## src/rtl/sha_compressor_unrolled.sv

```systemverilog
`default_nettype none
// ============================================================================
// sha_compressor_unrolled: SHA-256 compression running ROUNDS_PER_CYCLE rounds
// per clock with valid/ready start, message-word and result handshakes. Rev 1.0
// ============================================================================
module sha_compressor_unrolled #(
    parameter int ROUNDS_PER_CYCLE = 1,
    parameter bit FEEDFORWARD      = 1'b1
) (
    input  logic                            clk,
    input  logic                            rst_n,
    input  logic                            start_valid,
    output logic                            start_ready,
    input  logic [255:0]                    inputhashstate,
    input  logic                            w_valid,
    output logic                            w_ready,
    input  logic [32*ROUNDS_PER_CYCLE-1:0]  W,
    output logic                            out_valid,
    input  logic                            out_ready,
    output logic [255:0]                    hash,
    output logic [5:0]                      round_idx
);

    typedef enum logic [1:0] {
        S_IDLE = 2'd0,
        S_RUN  = 2'd1,
        S_DONE = 2'd2
    } state_t;

    if (ROUNDS_PER_CYCLE != 1 && ROUNDS_PER_CYCLE != 2 &&
        ROUNDS_PER_CYCLE != 4 && ROUNDS_PER_CYCLE != 8) begin : g_bad_rpc
        $error("sha_compressor_unrolled: ROUNDS_PER_CYCLE must be 1, 2, 4 or 8");
    end

    localparam logic [5:0] RPC_STEP   = 6'(ROUNDS_PER_CYCLE);
    localparam logic [5:0] LAST_ROUND = 6'(64 - ROUNDS_PER_CYCLE);

    function automatic logic [31:0] k_const(input logic [5:0] idx);
        k_const = 32'h0;
        case (idx)
            6'd0 : k_const = 32'h428a2f98;
            6'd1 : k_const = 32'h71374491;
            6'd2 : k_const = 32'hb5c0fbcf;
            6'd3 : k_const = 32'he9b5dba5;
            6'd4 : k_const = 32'h3956c25b;
            6'd5 : k_const = 32'h59f111f1;
            6'd6 : k_const = 32'h923f82a4;
            6'd7 : k_const = 32'hab1c5ed5;
            6'd8 : k_const = 32'hd807aa98;
            6'd9 : k_const = 32'h12835b01;
            6'd10: k_const = 32'h243185be;
            6'd11: k_const = 32'h550c7dc3;
            6'd12: k_const = 32'h72be5d74;
            6'd13: k_const = 32'h80deb1fe;
            6'd14: k_const = 32'h9bdc06a7;
            6'd15: k_const = 32'hc19bf174;
            6'd16: k_const = 32'he49b69c1;
            6'd17: k_const = 32'hefbe4786;
            6'd18: k_const = 32'h0fc19dc6;
            6'd19: k_const = 32'h240ca1cc;
            6'd20: k_const = 32'h2de92c6f;
            6'd21: k_const = 32'h4a7484aa;
            6'd22: k_const = 32'h5cb0a9dc;
            6'd23: k_const = 32'h76f988da;
            6'd24: k_const = 32'h983e5152;
            6'd25: k_const = 32'ha831c66d;
            6'd26: k_const = 32'hb00327c8;
            6'd27: k_const = 32'hbf597fc7;
            6'd28: k_const = 32'hc6e00bf3;
            6'd29: k_const = 32'hd5a79147;
            6'd30: k_const = 32'h06ca6351;
            6'd31: k_const = 32'h14292967;
            6'd32: k_const = 32'h27b70a85;
            6'd33: k_const = 32'h2e1b2138;
            6'd34: k_const = 32'h4d2c6dfc;
            6'd35: k_const = 32'h53380d13;
            6'd36: k_const = 32'h650a7354;
            6'd37: k_const = 32'h766a0abb;
            6'd38: k_const = 32'h81c2c92e;
            6'd39: k_const = 32'h92722c85;
            6'd40: k_const = 32'ha2bfe8a1;
            6'd41: k_const = 32'ha81a664b;
            6'd42: k_const = 32'hc24b8b70;
            6'd43: k_const = 32'hc76c51a3;
            6'd44: k_const = 32'hd192e819;
            6'd45: k_const = 32'hd6990624;
            6'd46: k_const = 32'hf40e3585;
            6'd47: k_const = 32'h106aa070;
            6'd48: k_const = 32'h19a4c116;
            6'd49: k_const = 32'h1e376c08;
            6'd50: k_const = 32'h2748774c;
            6'd51: k_const = 32'h34b0bcb5;
            6'd52: k_const = 32'h391c0cb3;
            6'd53: k_const = 32'h4ed8aa4a;
            6'd54: k_const = 32'h5b9cca4f;
            6'd55: k_const = 32'h682e6ff3;
            6'd56: k_const = 32'h748f82ee;
            6'd57: k_const = 32'h78a5636f;
            6'd58: k_const = 32'h84c87814;
            6'd59: k_const = 32'h8cc70208;
            6'd60: k_const = 32'h90befffa;
            6'd61: k_const = 32'ha4506ceb;
            6'd62: k_const = 32'hbef9a3f7;
            6'd63: k_const = 32'hc67178f2;
        endcase
    endfunction

    function automatic logic [31:0] rotr(input logic [31:0] x, input int unsigned n);
        return (x >> n) | (x << (32 - n));
    endfunction

    // State word order is {a,b,c,d,e,f,g,h}, a in the most significant word.
    function automatic logic [255:0] sha_round(input logic [255:0] s,
                                               input logic [31:0]  k,
                                               input logic [31:0]  w);
        logic [31:0] a, b, c, d, e, f, g, h, t1, t2;
        {a, b, c, d, e, f, g, h} = s;
        t1 = h + (rotr(e, 6) ^ rotr(e, 11) ^ rotr(e, 25)) + ((e & f) ^ (~e & g)) + k + w;
        t2 = (rotr(a, 2) ^ rotr(a, 13) ^ rotr(a, 22)) + ((a & b) ^ (a & c) ^ (b & c));
        return {t1 + t2, a, b, c, d + t1, e, f, g};
    endfunction

    function automatic logic [255:0] add_words(input logic [255:0] x, input logic [255:0] y);
        logic [255:0] r;
        r = '0;
        for (int i = 0; i < 8; i++) begin
            r[32*i +: 32] = x[32*i +: 32] + y[32*i +: 32];
        end
        return r;
    endfunction

    state_t        state_q;
    logic [255:0]  work_q;
    logic [255:0]  init_q;
    logic [255:0]  hash_q;
    logic [5:0]    round_q;
    logic [255:0]  work_d;
    logic [255:0]  hash_d;

    for (genvar j = 0; j < ROUNDS_PER_CYCLE; j++) begin : g_lane
        logic [255:0] st_in;
        logic [255:0] st_out;
        if (j == 0) begin : g_first
            assign st_in = work_q;
        end else begin : g_chain
            assign st_in = g_lane[j-1].st_out;
        end
        // round_q is a multiple of ROUNDS_PER_CYCLE, so round_q + j never wraps.
        assign st_out = sha_round(st_in, k_const(round_q + 6'(j)), W[32*j +: 32]);
    end

    assign work_d = g_lane[ROUNDS_PER_CYCLE-1].st_out;

    if (FEEDFORWARD) begin : g_ff
        assign hash_d = add_words(work_d, init_q);
    end else begin : g_raw
        assign hash_d = work_d;
    end

    always_ff @(posedge clk or negedge rst_n) begin
        if (!rst_n) begin
            state_q <= S_IDLE;
            work_q  <= '0;
            init_q  <= '0;
            hash_q  <= '0;
            round_q <= '0;
        end else begin
            case (state_q)
                S_IDLE: begin
                    if (start_valid) begin
                        work_q  <= inputhashstate;
                        init_q  <= inputhashstate;
                        round_q <= '0;
                        state_q <= S_RUN;
                    end
                end
                S_RUN: begin
                    if (w_valid) begin
                        work_q  <= work_d;
                        round_q <= round_q + RPC_STEP;
                        if (round_q == LAST_ROUND) begin
                            hash_q  <= hash_d;
                            state_q <= S_DONE;
                        end
                    end
                end
                S_DONE: begin
                    // start_ready equals out_ready here, so a new block can
                    // be taken in the same cycle the result is handed off.
                    if (out_ready) begin
                        if (start_valid) begin
                            work_q  <= inputhashstate;
                            init_q  <= inputhashstate;
                            round_q <= '0;
                            state_q <= S_RUN;
                        end else begin
                            state_q <= S_IDLE;
                        end
                    end
                end
                default: state_q <= S_IDLE;
            endcase
        end
    end

    assign start_ready = (state_q == S_IDLE) | ((state_q == S_DONE) & out_ready);
    assign w_ready     = (state_q == S_RUN);
    assign out_valid   = (state_q == S_DONE);
    assign hash        = hash_q;
    assign round_idx   = round_q;

endmodule
`default_nettype wire

```

## config.mk

```make
export PLATFORM = sky130hd
export DESIGN_NAME = sha_compressor_unrolled
export DESIGN_NICKNAME = d
export VERILOG_FILES = /design/src/rtl/sha_compressor_unrolled.sv
export SDC_FILE = /design/constraint.sdc
export NUM_CORES = 2
export LEC_CHECK = 0
export CAP_MARGIN = 25
export CORE_MARGIN = 2
export CORE_UTILIZATION = 60
export DETAILED_ROUTE_END_ITERATION = 8
export PLACE_DENSITY_LB_ADDON = 0.05
export SETUP_SLACK_MARGIN = 0.1
export SYNTH_ARGS = -nofsm -noshare
export SYNTH_HDL_FRONTEND = slang
export SYNTH_SLANG_ARGS = --single-unit
```

## constraint.sdc

```tcl
create_clock -name clk -period 25.4 [get_ports clk]
set_clock_uncertainty 0.2 [all_clocks]
set_input_delay 5.08 -clock clk [delete_from_list [all_inputs] [get_ports clk]]
set_output_delay 5.08 -clock clk [all_outputs]
set_load 0.05 [all_outputs]
```

# == Yosys cells after proc, flatten, opt, wreduce, memory -nomap -nowiden ==
# Memories as Yosys holds them, arrays and structs flattened.
# Cells that the tools add are included.
# word_totals
input_bits,293
regBits,776
romBits,2048
wordCells,74
mem_count,1
# classes
n_eq_ne,7
n_addsub,16
bitwise,21
reduce_logical,7
mux,17
# memory_table
name,depth,word_bits,rd,rd_ports_with_merged_regs,wr,line,rtl
(no name shown),64,32,1,0,0,40,case (idx)
# op_table
op,n
256-bit two-way mux,5
256-bit case mux with 3 select lines,1
256-bit case mux with 2 select lines,1
32-bit adder,15
32-bit XOR,7
32-bit bitwise AND,5
32-bit inverter,1
10-bit by 32-bit bitwise OR with 32-bit output,1
19-bit by 32-bit bitwise OR with 32-bit output,1
21-bit by 32-bit bitwise OR with 32-bit output,1
26-bit by 32-bit bitwise OR with 32-bit output,1
30-bit by 32-bit bitwise OR with 32-bit output,1
7-bit by 32-bit bitwise OR with 32-bit output,1
6-bit two-way mux,3
6-bit case mux with 3 select lines,1
2-bit two-way mux,4
"6-bit by 1-bit adder with 6-bit output, second input constant",1
"6-bit equality test, second input constant",1
2-bit case mux with 3 select lines,1
3-bit AND reduction,2
"2-bit by 1-bit != test with 1-bit output, second input constant",2
"2-bit != test, second input constant",2
4-bit AND reduction,1
3-bit nonzero test,1
other kinds (8),8

# == Logic depth before layout (Yosys ltp) ==
# logic_depth
ltp_word,10
depth_mapped,49
mapped_depth_nobuf,47

# == Worst setup path before layout ==
# OpenSTA, ideal clock, no wires.
# synth_path
path_kind,input-to-reg
start,input port W[1]
end,register hash_q[254] (netlist: hash[254])
arrival_time_ns,12.883
slack_ns,12.193
t_required_ns,25.075
stages,40
setup_time_ns,0.125
path_cell_list,inv_1 > fa_1 > fa_1 > inv_1 > fa_1 > ha_1 > fa_1 > a211oi_2 > o21ai_1 > a21oi_1 > nor2b_1 > o21a_1 > o21ai_0 > nand2_1 > a21oi_1 > o21bai_1 > a21o_1 > a21oi_1 > [4 not listed] > a21oi_1 > nor2b_1 > o21ai_0 > nand2b_1 > a2111oi_0 > o21ai_1 > a41o_1 > xor2_1 > ha_1 > and2_1 > and3_1 > nand4_1 > and3_1 > nor3_1 > a211o_1 > a21oi_1 > xnor2_1 > mux2_2
# synth_via
elab_chain_len,3
# synth_lines
element,line,rtl
start: declaration,17,"input logic [32*ROUNDS_PER_CYCLE-1:0] W,"
32-bit adder,118,"t1 = h + (rotr(e, 6) ^ rotr(e, 11) ^ rotr(e, 25)) + ((e & f) ^ (~e & g)) + k + w;"
32-bit adder,120,"return {t1 + t2, a, b, c, d + t1, e, f, g};"
32-bit adder,127,r[32*i +: 32] = x[32*i +: 32] + y[32*i +: 32];
end signal: assignment,182,hash_q <= hash_d;
end: declaration,135,logic [255:0] hash_q;
# Every way passes these cells.
# A chain may end at the register's enable or synchronous reset.

# == Worst setup path after layout ==
# Ends and elaborated chain as after synthesis.

==> impl_results.md <==
* Worst-margin pin slew at roughly 1 ns
* Capture point of the worst reg-to-reg path: hash[254]
* Total number of vias at ~51000
* MaxCap Viol Count at 0
* DRT Pass-1 Iters at 8
* CP max stage cell: fa_1
* Cell variety after synth at 87
* IO Port Bufs at 557
* Starting DRC count in detailed routing at roughly 5900
* Number of global-route vias before repair at a little under 50000
* Avg Vias per Cell at about 6.2
* Post-synth EDFFs at 0
* Wirelength, routed at 205600 um
* CP Launch Point: W[1]
* CTS clk-pin slew, worst paths at 0.06 ns
* Slew Limit Fails at 0
* Max clock buf depth at 3
* Synth-to-layout area growth at 17.58%
* Total I/O pin count at ~560
* Ys async rst share at 100.0%
* Relative slew slack at approximately a third
* WL/cell at between 20 and 30 um
* Post-DRT Antenna Nets at 0
* Overflow after GRT at 0
* Reg-to-Reg Start: round_idx[1]
* Final Hold Viols at 0
* Die width at 303.9 um
* Largest net degree at the start of global routing at 163
* Detailed placement HPWL at 153200 um
* WHS Path Cells at 2
* Clk sink count at ~780
* Layout cell share with drive strength beyond 1 at roughly 4.4%
* Initial antenna violation count at 3
* Initial Util at around three fifths
* Register-to-Register Path Depth at 42
* Post-CTS Setup Inserts at 0
* Row count at approximately 110
* Sequential area share after synthesis at between 30 and 40%
* Hold Path Sink: hash[99]
* Reg area at between 15000 and 20000 um2
* Reg2reg setup slack at ~14 ns
* Status: complete, no violations
* Worst hold path type: flip-flop to flip-flop
* # DRC at 0
* Achievable Freq at 70.35 MHz
* Critical path type: primary input to flip-flop
* Part of the cycle the worst path needs at a little under three fifths
* Setup WS pre-CTS at roughly 11 ns
* Top FF cell, synth: dfrtp_1
* Die area at roughly 92000 um2
* Cells after Synth at ~6500
* Setup TNS at 0 ns
* CP endpoint kind: flip-flop
* Syn avg cell area at between 8 and 9 um2
* Nets at about 7700
* Worst EP required at 25.77 ns
* Seq cells post-synth at 776
* Post-Syn Area at 53950 um2
* Worst Hold Launch: hash[99]
* Worst-path maximum fanout at 6
* CTS tree: built
* CTS Buf Count at between 80 and 90
* Endpoints failing setup at 0
* Number of hold buffers added after CTS at 0
* Crit path largest cell delay at about 0.50 ns
* Global placer's final weighted congestion at 1.040
* Global-route wire length before repair at slightly above 300000 um
* CTS H-Tree Depth at 3
* Core box area at a little under 90000 um2
* GRT Util Overall at a little over two fifths
* Final hold slack at about 0.27 ns
* Synthesis Warnings at 0
* Slack of the critical path at 11.19 ns
* Layout Utilization at between 70 and 80%
* Tmin final at 14.21 ns
* Mapped Nets at roughly 7300
* Worst Setup Start Kind: primary input
* Die height at between 300 and 400 um
* Post-CTS sizing at 0
* Multi-input logic area at roughly 32000 um2
* CTS root buf: clkbuf_16
* Commonest non-fill, non-tap cell in the layout: nand2_1
* Clk_lat worst skew at about 0.7 ns
* Filler cell count at just under 7000
* Unrepaired setup endpoints after global routing: false
* Most frequent cells in the layout: nand2_1, dfrtp_1, clkdlybuf4s50_1
* WP data arrival at 14.58 ns
==> worst max-delay path by stage <==
stage	end	slack, ns	depth (start not counted)
2_1_floorplan	hash[254]	12.19	40
3_3_place_gp	hash[254]	10.68	41
3_5_place_dp	hash[254]	10.58	41
4_1_cts	hash[254]	11.27	41
5_1_grt	hash[254]	10.54	41
6_report	hash[254]	11.19	41
==> logic make-up (layout without fill, tap and decap cells) <==
kind of cell	after synthesis	after routing	share of synthesized area (%)
multiplexers	58	58	1.299
flip-flops	776	776	35.99
buffers and inverters	708	1159	4.928
other	0	3	0
XOR/XNOR	444	444	7.249
AND/OR/NAND/NOR	2433	2433	18.32
adder cells (fa/ha/maj)	511	511	13.69
AO/OA/AOI/OAI	1606	1606	18.52
==> state kept, by name (all words and copies together), names as in the netlist <==
name	cells
g_lane.st_in	256
hash	256
init_q	256
round_idx	6
state_q	2
==> cell usage after synthesis (8+ instances only) <==
library cell	count	area share, %
a21o_1	203	2.8
a311oi_1	8	0.13
ha_1	372	8.6
o21bai_1	43	0.60
nand2_1	1679	12
and3_1	19	0.22
a211oi_1	48	0.67
a21oi_1	299	2.8
o311ai_0	13	0.21
nor3_1	54	0.50
clkbuf_1	310	2.2
o21ai_0	473	4.4
nor4_1	10	0.12
or3_1	15	0.17
buf_1	31	0.22
mux2_2	36	0.75
xnor2_1	249	4.0
inv_1	362	2.5
a31oi_1	283	3.3
and2_1	18	0.21
mux2i_1	16	0.30
o21a_1	53	0.74
o211ai_1	23	0.32
or2_2	11	0.13
o31ai_1	24	0.33
fa_1	134	5.0
and4_1	10	0.16
a2111oi_0	8	0.13
nor2b_1	45	0.52
o21ai_1	14	0.13
a22oi_1	9	0.13
xor2_1	193	3.1
a211o_1	9	0.15
nand2b_1	58	0.67
dfrtp_1	776	36
nand3_1	53	0.49
nor2_1	425	3.0
nand4_1	15	0.17
==> worst max-delay path, delay by kind of cell <==
family	cells	cell delay, ns
AOI/OAI and AO/OA	16	3.30
muxes	1	0.26
buffers and inverters	4	0.63
adders and majority gates	8	3.42
and+or+nand+nor	9	1.49
xor gates and xnor gates	3	0.42
==> layer usage <==
layer | track usage [%] | wire (um) | up-vias
met4 | 36.79 | 21300 | 0
met5 | 0 | 0 | -
met1 | 52.16 | 72600 | 24180
met2 | 69.35 | 92940 | 2982
li1 | - | - | 22850
met3 | 8.768 | 18770 | 858
==> layout make-up <==
cell class,count,share of cell area (%)
antenna,3,0.01183
sequential,776,30.62
tap,1165,2.298
clock buffer,125,3.968
multi-input combinational,5052,50.32
clock inverter,30,0.6272
timing repair buffer,638,9.972
inverter,366,2.177
==> metrics by stage <==
step                      cell area [um2]  std cells
after floorplan                     53950       6536
after global placement              60350       7989
after detailed placement            60350       7989
after CTS                           63270       8144
after global routing                63430       8152
final                               63440       8155
Power is left out: the tool's default activity adds up to more than one toggle a clock period on the data nets, which glitch-free logic cannot reach.
